## src/rtl/multicycle_control_unit_if.sv

```systemverilog
// Control bundle between the multicycle control FSM and the datapath.
// The master side is the control unit; the slave side is the datapath.
interface multicycle_control_unit_if #(
    parameter int CNT_W = 32
);
    logic [5:0]       op;
    logic             zero;
    logic [3:0]       CurState;
    logic             PCWre;
    logic             IRWre;
    logic [1:0]       ExtSel;
    logic             ALUSrcA;
    logic             ALUSrcB;
    logic [2:0]       ALUOp;
    logic             RegDst;
    logic             WrRegDSrc;
    logic             RegWre;
    logic             mRD;
    logic             mWR;
    logic [1:0]       PCSrc;
    logic             Halted;
    logic [CNT_W-1:0] InstrCount;

    modport master (
        input  op, zero,
        output CurState, PCWre, IRWre, ExtSel, ALUSrcA, ALUSrcB,
        output ALUOp, RegDst, WrRegDSrc, RegWre, mRD, mWR, PCSrc,
        output Halted, InstrCount
    );

    modport slave (
        output op, zero,
        input  CurState, PCWre, IRWre, ExtSel, ALUSrcA, ALUSrcB,
        input  ALUOp, RegDst, WrRegDSrc, RegWre, mRD, mWR, PCSrc,
        input  Halted, InstrCount
    );
endinterface

```

## src/rtl/multicycle_control_unit.sv

```systemverilog
// Multicycle control FSM for the MIPS-subset core: IF/ID/EXE/MEM/WB
// sequencing, datapath enables/selects and a retired-instruction counter.
module multicycle_control_unit #(
    parameter int CNT_W = 32
) (
    input logic                 CLK,
    input logic                 Reset,
    multicycle_control_unit_if.master bus
);
    typedef enum logic [3:0] {
        stIf    = 4'b0000,
        stId    = 4'b0001,
        stExeAl = 4'b0010,
        stWbAl  = 4'b0011,
        stExeLs = 4'b0100,
        stMem   = 4'b0101,
        stWbL   = 4'b0110,
        stExeBr = 4'b0111,
        stHalt  = 4'b1000
    } state_t;

    localparam logic [5:0] opAdd  = 6'b000000;
    localparam logic [5:0] opSub  = 6'b000001;
    localparam logic [5:0] opAddi = 6'b000010;
    localparam logic [5:0] opOr   = 6'b010000;
    localparam logic [5:0] opAnd  = 6'b010001;
    localparam logic [5:0] opOri  = 6'b010010;
    localparam logic [5:0] opSll  = 6'b011000;
    localparam logic [5:0] opSlt  = 6'b100110;
    localparam logic [5:0] opSw   = 6'b110000;
    localparam logic [5:0] opLw   = 6'b110001;
    localparam logic [5:0] opBeq  = 6'b110100;
    localparam logic [5:0] opJ    = 6'b111000;
    localparam logic [5:0] opHalt = 6'b111111;

    state_t state, nextState;
    logic [CNT_W-1:0] count;
    logic isR, isAlu, isLw, isSw, isBeq, isJ, isHalt, isIllegal;
    logic active, pcWre;

    always_comb begin
        isR = (bus.op == opAdd) || (bus.op == opSub) ||
              (bus.op == opOr)  || (bus.op == opAnd) ||
              (bus.op == opSll) || (bus.op == opSlt);
        isAlu  = isR || (bus.op == opAddi) || (bus.op == opOri);
        isLw   = (bus.op == opLw);
        isSw   = (bus.op == opSw);
        isBeq  = (bus.op == opBeq);
        isJ    = (bus.op == opJ);
        isHalt = (bus.op == opHalt);
        isIllegal = !(isAlu || isLw || isSw || isBeq || isJ || isHalt);
    end

    always_ff @(posedge CLK or posedge Reset) begin
        if (Reset) state <= stIf;
        else       state <= nextState;
    end

    always_comb begin
        nextState = stIf;
        case (state)
            stIf: nextState = stId;
            stId: begin
                unique case (1'b1)
                    isAlu:        nextState = stExeAl;
                    isLw || isSw: nextState = stExeLs;
                    isBeq:        nextState = stExeBr;
                    isHalt:       nextState = stHalt;
                    default:      nextState = stIf;
                endcase
            end
            stExeAl: nextState = stWbAl;
            stWbAl:  nextState = stIf;
            stExeLs: nextState = stMem;
            stMem:   nextState = isLw ? stWbL : stIf;
            stWbL:   nextState = stIf;
            stExeBr: nextState = stIf;
            stHalt:  nextState = stHalt;
            default: nextState = stIf;
        endcase
    end

    // Decode-driven selects stay stable from ID until the instruction ends.
    always_comb begin
        active = (state != stIf) && (state != stHalt);
        pcWre = 1'b0;
        bus.PCSrc = 2'b00;
        bus.ExtSel = 2'b00;
        bus.ALUOp = 3'b000;
        bus.ALUSrcA = 1'b0;
        bus.ALUSrcB = 1'b0;
        bus.RegDst = 1'b0;
        if (active) begin
            case (bus.op)
                opSll:   bus.ExtSel = 2'b00;
                opOri:   bus.ExtSel = 2'b01;
                default: bus.ExtSel = 2'b10;
            endcase
            case (bus.op)
                opSub, opBeq: bus.ALUOp = 3'b001;
                opSll:        bus.ALUOp = 3'b010;
                opOr, opOri:  bus.ALUOp = 3'b011;
                opAnd:        bus.ALUOp = 3'b100;
                opSlt:        bus.ALUOp = 3'b101;
                default:      bus.ALUOp = 3'b000;
            endcase
            bus.ALUSrcA = (bus.op == opSll);
            bus.ALUSrcB = (bus.op == opAddi) || (bus.op == opOri) ||
                          isLw || isSw;
            bus.RegDst = isR;
        end
        case (state)
            stId: begin
                pcWre = isJ || isIllegal;
                if (isJ) bus.PCSrc = 2'b11;
            end
            stWbAl:  pcWre = 1'b1;
            stWbL:   pcWre = 1'b1;
            stMem:   pcWre = !isLw;
            stExeBr: begin
                pcWre = 1'b1;
                if (bus.zero) bus.PCSrc = 2'b01;
            end
            default: pcWre = 1'b0;
        endcase
    end

    // Write strobes are squashed combinationally so reset aborts instantly.
    assign bus.PCWre     = pcWre & ~Reset;
    assign bus.IRWre     = (state == stIf) & ~Reset;
    assign bus.RegWre    = ((state == stWbAl) || (state == stWbL)) & ~Reset;
    assign bus.mWR       = (state == stMem) & isSw & ~Reset;
    assign bus.mRD       = (state == stMem) & isLw;
    assign bus.WrRegDSrc = (state == stWbL);
    assign bus.Halted    = (state == stHalt);
    assign bus.CurState  = state;

    always_ff @(posedge CLK or posedge Reset) begin
        if (Reset)          count <= '0;
        else if (bus.PCWre) count <= count + CNT_W'(1);
    end

    assign bus.InstrCount = count;
endmodule
```

## src/flat_wrapper.sv

```systemverilog
// flat-port wrapper written by rule: the top's interface ports become plain ports
module multicycle_control_unit_flat 
#(
    parameter int CNT_W = 32
)
  (CLK, Reset, bus_op, bus_zero, bus_CurState, bus_PCWre, bus_IRWre, bus_ExtSel, bus_ALUSrcA, bus_ALUSrcB, bus_ALUOp, bus_RegDst, bus_WrRegDSrc, bus_RegWre, bus_mRD, bus_mWR, bus_PCSrc, bus_Halted, bus_InstrCount);
  multicycle_control_unit_if #(.CNT_W(CNT_W)) bus_i ();
  input logic CLK;
  input logic Reset;
  input wire logic [$bits(bus_i.op)-1:0] bus_op;
  input wire logic [$bits(bus_i.zero)-1:0] bus_zero;
  output wire logic [$bits(bus_i.CurState)-1:0] bus_CurState;
  output wire logic [$bits(bus_i.PCWre)-1:0] bus_PCWre;
  output wire logic [$bits(bus_i.IRWre)-1:0] bus_IRWre;
  output wire logic [$bits(bus_i.ExtSel)-1:0] bus_ExtSel;
  output wire logic [$bits(bus_i.ALUSrcA)-1:0] bus_ALUSrcA;
  output wire logic [$bits(bus_i.ALUSrcB)-1:0] bus_ALUSrcB;
  output wire logic [$bits(bus_i.ALUOp)-1:0] bus_ALUOp;
  output wire logic [$bits(bus_i.RegDst)-1:0] bus_RegDst;
  output wire logic [$bits(bus_i.WrRegDSrc)-1:0] bus_WrRegDSrc;
  output wire logic [$bits(bus_i.RegWre)-1:0] bus_RegWre;
  output wire logic [$bits(bus_i.mRD)-1:0] bus_mRD;
  output wire logic [$bits(bus_i.mWR)-1:0] bus_mWR;
  output wire logic [$bits(bus_i.PCSrc)-1:0] bus_PCSrc;
  output wire logic [$bits(bus_i.Halted)-1:0] bus_Halted;
  output wire logic [$bits(bus_i.InstrCount)-1:0] bus_InstrCount;
  assign bus_i.op = bus_op;
  assign bus_i.zero = bus_zero;
  assign bus_CurState = bus_i.CurState;
  assign bus_PCWre = bus_i.PCWre;
  assign bus_IRWre = bus_i.IRWre;
  assign bus_ExtSel = bus_i.ExtSel;
  assign bus_ALUSrcA = bus_i.ALUSrcA;
  assign bus_ALUSrcB = bus_i.ALUSrcB;
  assign bus_ALUOp = bus_i.ALUOp;
  assign bus_RegDst = bus_i.RegDst;
  assign bus_WrRegDSrc = bus_i.WrRegDSrc;
  assign bus_RegWre = bus_i.RegWre;
  assign bus_mRD = bus_i.mRD;
  assign bus_mWR = bus_i.mWR;
  assign bus_PCSrc = bus_i.PCSrc;
  assign bus_Halted = bus_i.Halted;
  assign bus_InstrCount = bus_i.InstrCount;
  multicycle_control_unit #(.CNT_W(CNT_W)) u_core (.CLK(CLK), .Reset(Reset), .bus(bus_i));
endmodule
```

## config.mk

```make
export PLATFORM = sky130hd
export DESIGN_NAME = multicycle_control_unit_flat
export DESIGN_NICKNAME = d
export VERILOG_FILES = /design/src/rtl/multicycle_control_unit_if.sv /design/src/rtl/multicycle_control_unit.sv /design/src/flat_wrapper.sv
export SDC_FILE = /design/constraint.sdc
export NUM_CORES = 1
export LEC_CHECK = 0
export BUFFER_PORTS_ARGS = -buffer_cell sky130_fd_sc_hd__buf_4
export CAP_MARGIN = 20
export CORE_AREA = 2 2 85 66
export CTS_CLUSTER_SIZE = 25
export DETAILED_ROUTE_END_ITERATION = 8
export DIE_AREA = 0 0 87 68
export PLACE_DENSITY = 0.75
export SYNTH_ARGS = -nofsm -noshare
export SYNTH_HDL_FRONTEND = slang
export SYNTH_SLANG_ARGS = --single-unit
```

## constraint.sdc

```tcl
create_clock -name CLK -period 2.9 [get_ports CLK]
set_clock_uncertainty 0.05 [all_clocks]
set_input_delay 0.87 -clock CLK [delete_from_list [all_inputs] [get_ports CLK]]
set_output_delay 0.87 -clock CLK [all_outputs]
set_load 0.05 [all_outputs]
```

==> results of run 1 <==
per-layer routing:
layer / global-route usage [%] / vias up / routed length (um)
li1: - / 1042 / -
met1: 32.3 / 1094 / 3140
met2: 33.1 / 62 / 3140
met3: 4.70 / 14 / 342
met4: 7.81 / 0 / 100
met5: 0 / - / 0
cell usage after synthesis, types with 2 or more instances:
library cell	instances	area (um2)
sky130_fd_sc_hd__nor3b_1	2	15.0
sky130_fd_sc_hd__nand4_1	9	56.3
sky130_fd_sc_hd__nor2b_1	2	12.5
sky130_fd_sc_hd__buf_2	4	20.0
sky130_fd_sc_hd__nor3_2	5	50.1
sky130_fd_sc_hd__nand3b_1	3	22.5
sky130_fd_sc_hd__nand2_1	21	78.8
sky130_fd_sc_hd__nor4b_2	2	30.0
sky130_fd_sc_hd__nor4_1	5	31.3
sky130_fd_sc_hd__nor2_1	16	60.1
sky130_fd_sc_hd__dfrtp_1	36	901
sky130_fd_sc_hd__buf_6	7	78.8
sky130_fd_sc_hd__nor4_2	13	163
sky130_fd_sc_hd__a21oi_1	10	50.1
sky130_fd_sc_hd__nand3_1	8	40.0
sky130_fd_sc_hd__nand4b_1	7	61.3
sky130_fd_sc_hd__clkbuf_1	6	22.5
sky130_fd_sc_hd__xor2_1	26	228
sky130_fd_sc_hd__inv_1	4	15.0
sky130_fd_sc_hd__and3_1	6	37.5
sky130_fd_sc_hd__nor3_1	15	75.1
sky130_fd_sc_hd__nand2b_1	3	18.8
sky130_fd_sc_hd__xnor2_1	6	52.6
sky130_fd_sc_hd__a211oi_1	2	15.0
flip-flops by register name, indices dropped and copies added, names as in the netlist:
signal	count
u_core.bus.InstrCount	32
u_core.bus.CurState	4
worst max-delay path: cells and delay by family:
family | cells | cell delay [ns]
buffers and inverters | 2 | 0.24
AOI/OAI and AO/OA | 3 | 0.92
and+or+nand+nor | 2 | 0.18
power breakdown:
group          internal, mW  switching (mW)  total [mW]
sequential            0.572          0.0929       0.665
clock                 0.211           0.172       0.383
combinational         0.425           0.922        1.35
how the worst max path moves through the flow:
stage / from / end / cells past startpoint
2_1_floorplan: u_core.bus.CurState[1]$_DFF_PP0_ / bus_Halted / 3
3_3_place_gp: bus_op[2] / bus_PCWre / 7
3_5_place_dp: bus_op[2] / bus_PCWre / 7
4_1_cts: bus_op[2] / bus_PCWre / 7
5_1_grt: bus_op[2] / bus_PCWre / 7
6_report: bus_op[2] / bus_PCWre / 7
cell type report:
| cell class | count | area, um2 | share of cell area [%] |
|---|---|---|---|
| clock buffer | 7 | 96.3 | 2.72 |
| multi-input combinational | 185 | 1620 | 45.6 |
| timing repair buffer | 97 | 838 | 23.7 |
| tap | 62 | 77.6 | 2.19 |
| inverter | 4 | 15.0 | 0.424 |
| sequential | 36 | 901 | 25.4 |
repair_timing:
action,in CTS,in global routing
pin swaps,5,5
buffers inserted,0,4
gates resized for setup,30,22
gates cloned,0,0
endpoints found under the setup margin,7,10
kinds of logic (layout without fill, tap and decap cells):
family	Yosys count	in the layout	share of synthesized area (%)
simple gates	131	131	37.0
buf+inv	21	108	5.75
fa+ha+maj	1	1	0.527
compound gates	20	20	6.49
flops	36	36	38.0
xor+xnor	32	32	11.8
mux	1	1	0.475
==> impl_metrics.yaml, run 1 <==
status:
  run_status: "complete, but fails checks"
  violations_in_the_final_reports: "setup timing"
worst_setup_path:
  path_cells: "buf_6, nand2b_4, o41a_1, a221oi_4, a2bb2oi_4, nor2_4, buf_6"
  crit_required_ns: 1.98
  worst-r2r-cell-count: 7
  worst-r2r-setup-slack_ns: 0.57
  crit_arrival_ns: 2.22
  timing.critical_path.slowest_cell_delay_ns: 0.38
  endpoint_kind: "output port"
  timing.setup.critical_path_class: "input port to output port"
  r2r_end: "u_core.bus.InstrCount[10]$_DFFE_PP0P_"
  rr_startpoint: "u_core.bus.CurState[2]$_DFF_PP0_"
  cp_slowest_cell: "sky130_fd_sc_hd__o41a_1"
  crit_path_frequent_cell: "sky130_fd_sc_hd__buf_6"
  worst_setup_path_start_kind: "input port"
  cp_max_fo: 2
placement:
  dp.final_hpwl_mm: 4.62
  place.gp.congestion: 0.851
  io_buffer_count: 61
  place.detailed.instances: 380
  dpl-instance-area_mm2: 0.00317
  dp_worst_setup_slack_ns: -0.324
grt:
  first_global_vias: 2019
  grt_overflow_total: 0
  antenna_found_initial: 0
  grt.total_usage_pct: 22.4
  largest_net_degree_at_the_start_of_global_routing: 37
  grt_pass1_wl_mm: 10.2
floorplan:
  dieArea_mm2: 0.00592
  start_util_pct: 46.1
  ios: 62
  fp.coreArea_mm2: 0.00515
  floorplan.die.height_um: 68
  die_w_um: 87
  placement_rows: 23
min_path:
  hold-path-endpoint: "u_core.bus.InstrCount[31]$_DFFE_PP0P_"
  worst_hold_path_type: "register to register"
  timing.hold.worst.start: "u_core.bus.InstrCount[31]$_DFFE_PP0P_"
  holdPathStages: 1
logic_synthesis:
  yosys_register_bits: 36
  fraction_of_registers_with_async_set_or_reset_after_synthesis_pct: 100
  yosysSeqAreaShare_pct: 38.0
  synth_cell_types: 48
  number_of_enable_flip_flop_cells_after_synthesis: 0
  syn_area_mm2: 0.00237
  yosysWarnings: 0
  post_synth_inst_count: 242
  syn_avg_cell_area_um2: 9.80
  syn-num-nets: 252
  most_used_flip_flop_cell_after_synthesis: "sky130_fd_sc_hd__dfrtp_1"
detailed_routing:
  wire_per_inst_um: 17.2
  totalWireLength_mm: 6.72
  via_per_inst: 5.66
  drc_errors: 0
  drtAntennaViolNets: 0
  drt-initial-drc-count: 199
  drt_pass1_iterations: 4
  vias: 2212
layout:
  drive_gt1_share_pct: 50.8
  fillerInstances: 379
  nNetsFinal: 339
  mostFrequentLayoutCell: "sky130_fd_sc_hd__buf_4"
  fin_util_pct: 68.8
  finish.instance_area_mm2: 0.00354
  antenna_cell_count: 0
  syn2layout_area_growth_pct: 49.4
  final_cell_mix: "74 x sky130_fd_sc_hd__buf_4, 36 x sky130_fd_sc_hd__dfrtp_1, 26 x sky130_fd_sc_hd__xor2_1"
  finish.cell_count_without_fillers: 391
clock_tree:
  clock_latency_ns: 0.29
  cts.root.buffer_cell: "sky130_fd_sc_hd__clkbuf_8"
  tritoncts: "built"
  total_cts_buffers: 5
  cts.clk_slew.worst_paths_ns: 0.07
  clock_path_buffers: 2
  cts.hold.buffers_added: 0
  cts.htree.levels: 2
  cts_num_sinks: 36
sta:
  fin_ws_ns: -0.240
  clock.fmax_ghz: 0.318
  rsz_0062_raised_after_global_routing: "yes"
  finalHoldViolCount: 0
  finalSetupViolCount: 6
  report.final.slew_viol_count: 0
  layout_min_cycle_time_ns: 3.14
  slew-limit-headroom_pct: 66.2
  totalNegativeSetupSlack_ns: -0.589
  period_share_pct: 108
  worst_slew_pin_slew_ns: 0.506
  finalHoldWorstSlack_ns: 0.436
pwr:
  vdd_ir_drop_max_uv: 387
  cellPowerDensity_mw_per_mm2: 676
  p_total_mw: 2.40
  p_leak_nw: 1.58
job:
  maxCapViolations: 0
(Power assumes the default switching activity.)
==> run 2, diff against run 1 <==
- CORE_AREA: 2 2 85 66 -> 2 2 83 65
- CTS_BUF_LIST: unset -> sky130_fd_sc_hd__clkbuf_4
- DIE_AREA: 0 0 87 68 -> 0 0 85 67
- PLACE_DENSITY: 0.75 -> 0.78
==> impl_metrics.yaml, run 2 (synthesized netlist as in run 1, its figures left out) <==
floorplan:
  floorplan.die.height_um: 67
  placement_rows: 22
  die_w_um: 85
  start_util_pct: 49.2
  ios: 62
  dieArea_mm2: 0.00570
  fp.coreArea_mm2: 0.00482
sta:
  finalHoldViolCount: 0
  clock.fmax_ghz: 0.318
  report.final.slew_viol_count: 0
  period_share_pct: 108
  layout_min_cycle_time_ns: 3.14
  worst_slew_pin_slew_ns: 0.502
  slew-limit-headroom_pct: 66.5
  finalSetupViolCount: 6
  rsz_0062_raised_after_global_routing: "yes"
  fin_ws_ns: -0.242
  totalNegativeSetupSlack_ns: -0.672
pwr:
  share_comb_of_total_power_pct: 58.6
  internal_power_mw: 1.08
  p_clk_share_pct: 11.5
  cellPowerDensity_mw_per_mm2: 642
  sw_frac_of_total_pct: 51.6
  p_switching_mw: 1.15
  share_of_power_burned_in_registers_pct: 30.0
  p_leak_nw: 1.56
  vdd_ir_drop_max_uv: 607
layout:
  final_cell_mix: "76 x sky130_fd_sc_hd__buf_4, 36 x sky130_fd_sc_hd__dfrtp_1, 26 x sky130_fd_sc_hd__xor2_1"
  drive_gt1_share_pct: 49.8
  syn2layout_area_growth_pct: 46.6
  fillerInstances: 324
  antenna_cell_count: 0
  largest_reg_flops: 32
  nNetsFinal: 338
  fin_util_pct: 72.2
  finish.instance_area_mm2: 0.00348
  mostFrequentLayoutCell: "sky130_fd_sc_hd__buf_4"
status:
  violations_in_the_final_reports: "setup timing"
  run_status: "complete, but fails checks"
detailed_routing:
  totalWireLength_mm: 6.52
  vias: 2210
  via_per_inst: 5.68
  drtAntennaViolNets: 0
  drc_errors: 0
  wire_per_inst_um: 16.8
  drt-initial-drc-count: 191
  drt_pass1_iterations: 4
worst_setup_path:
  rr_startpoint: "u_core.bus.CurState[0]$_DFF_PP0_"
  crit_end: "bus_PCWre"
  cp_max_fo: 2
  worst_setup_path_start_kind: "input port"
  worst_setup_path_startpoint: "bus_op[2]"
  worst-r2r-cell-count: 7
  worst-r2r-setup-slack_ns: 0.63
  crit_required_ns: 1.98
  crit_arrival_ns: 2.22
  r2r_end: "u_core.bus.InstrCount[19]$_DFFE_PP0P_"
  endpoint_kind: "output port"
  timing.setup.critical_path_class: "input port to output port"
clock_tree:
  clock_latency_ns: 0.34
  cts.htree.levels: 2
  cts.clk_slew.worst_paths_ns: 0.10
  cts_num_sinks: 36
  total_cts_buffers: 5
  clock_path_buffers: 2
  tritoncts: "built"
  cts.root.buffer_cell: "sky130_fd_sc_hd__clkbuf_4"
placement:
  io_buffer_count: 61
  dp.final_hpwl_mm: 4.39
  dp_worst_setup_slack_ns: -0.355
  place.gp.congestion: 0.805
  dpl-instance-area_mm2: 0.00315
grt:
  first_global_vias: 2189
  grt_pass1_wl_mm: 10.6
  largest_net_degree_at_the_start_of_global_routing: 31
  grt_overflow_total: 0
  grt.total_usage_pct: 23.5
  antenna_found_initial: 0
min_path:
  worst_hold_path_type: "register to register"
job:
  maxCapViolations: 0
run 2: cell count changes in the layout (fill, tap and decap cells not counted), moves of 3 or more:
cell / delta
sky130_fd_sc_hd__buf_6: -4
sky130_fd_sc_hd__clkbuf_8: -7
sky130_fd_sc_hd__clkbuf_4: +5
sky130_fd_sc_hd__nor3_4: +3
sky130_fd_sc_hd__nor3_2: -3
run 2: power groups by stage:
stage	Sequential [mW]	Combinational [mW]	Clock, mW
final	0.669	1.31	0.256
after global routing	0.681	1.37	0.293
after CTS	0.668	1.28	0.261
after detailed placement	0.678	1.24	0
after global placement	0.676	1.22	0
after floorplan	0.906	0.727	0
run 2: cell type report:
class / instances / area (um2) / area share, %
Clock buffer: 5 / 37.5 / 1.08
Clock inverter: 3 / 13.8 / 0.396
Inverter: 4 / 15.0 / 0.432
Multi-Input combinational cell: 185 / 1600 / 46.1
Sequential cell: 36 / 901 / 25.9
Tap cell: 60 / 75.1 / 2.16
Timing Repair Buffer: 96 / 833 / 24.0
run 2: through the flow:
step	hold WS [ns]	std cells	power, mW
after floorplan	0.736	242	1.63
after global placement	0.417	375	1.90
after detailed placement	0.414	375	1.92
after CTS	0.438	389	2.21
after global routing	0.455	389	2.35
final	0.437	389	2.23
run 2: per-layer routing:
layer	share of wire (%)	up-vias	GRT usage (%)	wire length, um
met4	0.94	0	7.74	61
li1	-	1041	-	-
met5	0	-	0	0
met3	4.6	6	4.58	299
met2	47	64	36.3	3070
met1	47	1099	33.1	3090
run 2: worst max-delay path, cell delays in order:
cell,delay [ns]
sky130_fd_sc_hd__buf_6,0.09
sky130_fd_sc_hd__nand2b_4,0.13
sky130_fd_sc_hd__o41a_1,0.35
sky130_fd_sc_hd__a221oi_2,0.36
sky130_fd_sc_hd__a2bb2oi_4,0.21
sky130_fd_sc_hd__nor2_4,0.06
sky130_fd_sc_hd__buf_8,0.15
run 2: how the worst min path moves through the flow:
stage,cells after the start,to,slack [ns],startpoint
2_1_floorplan,1,u_core.bus.InstrCount[31]$_DFFE_PP0P_,0.74,u_core.bus.InstrCount[31]$_DFFE_PP0P_
3_3_place_gp,1,u_core.bus.InstrCount[31]$_DFFE_PP0P_,0.42,u_core.bus.InstrCount[31]$_DFFE_PP0P_
6_report,1,u_core.bus.InstrCount[31]$_DFFE_PP0P_,0.44,u_core.bus.InstrCount[31]$_DFFE_PP0P_
4_1_cts,1,u_core.bus.InstrCount[31]$_DFFE_PP0P_,0.44,u_core.bus.InstrCount[31]$_DFFE_PP0P_
5_1_grt,1,u_core.bus.InstrCount[31]$_DFFE_PP0P_,0.46,u_core.bus.InstrCount[31]$_DFFE_PP0P_
3_5_place_dp,1,u_core.bus.InstrCount[31]$_DFFE_PP0P_,0.41,u_core.bus.InstrCount[31]$_DFFE_PP0P_
run 2: timing repair:
item	in CTS	in global routing
setup endpoints to repair	8	10
pin swaps	13	6
hold buffers	0	0
setup buffers	6	0
gates resized for setup	38	15
hold endpoints to repair	0	0
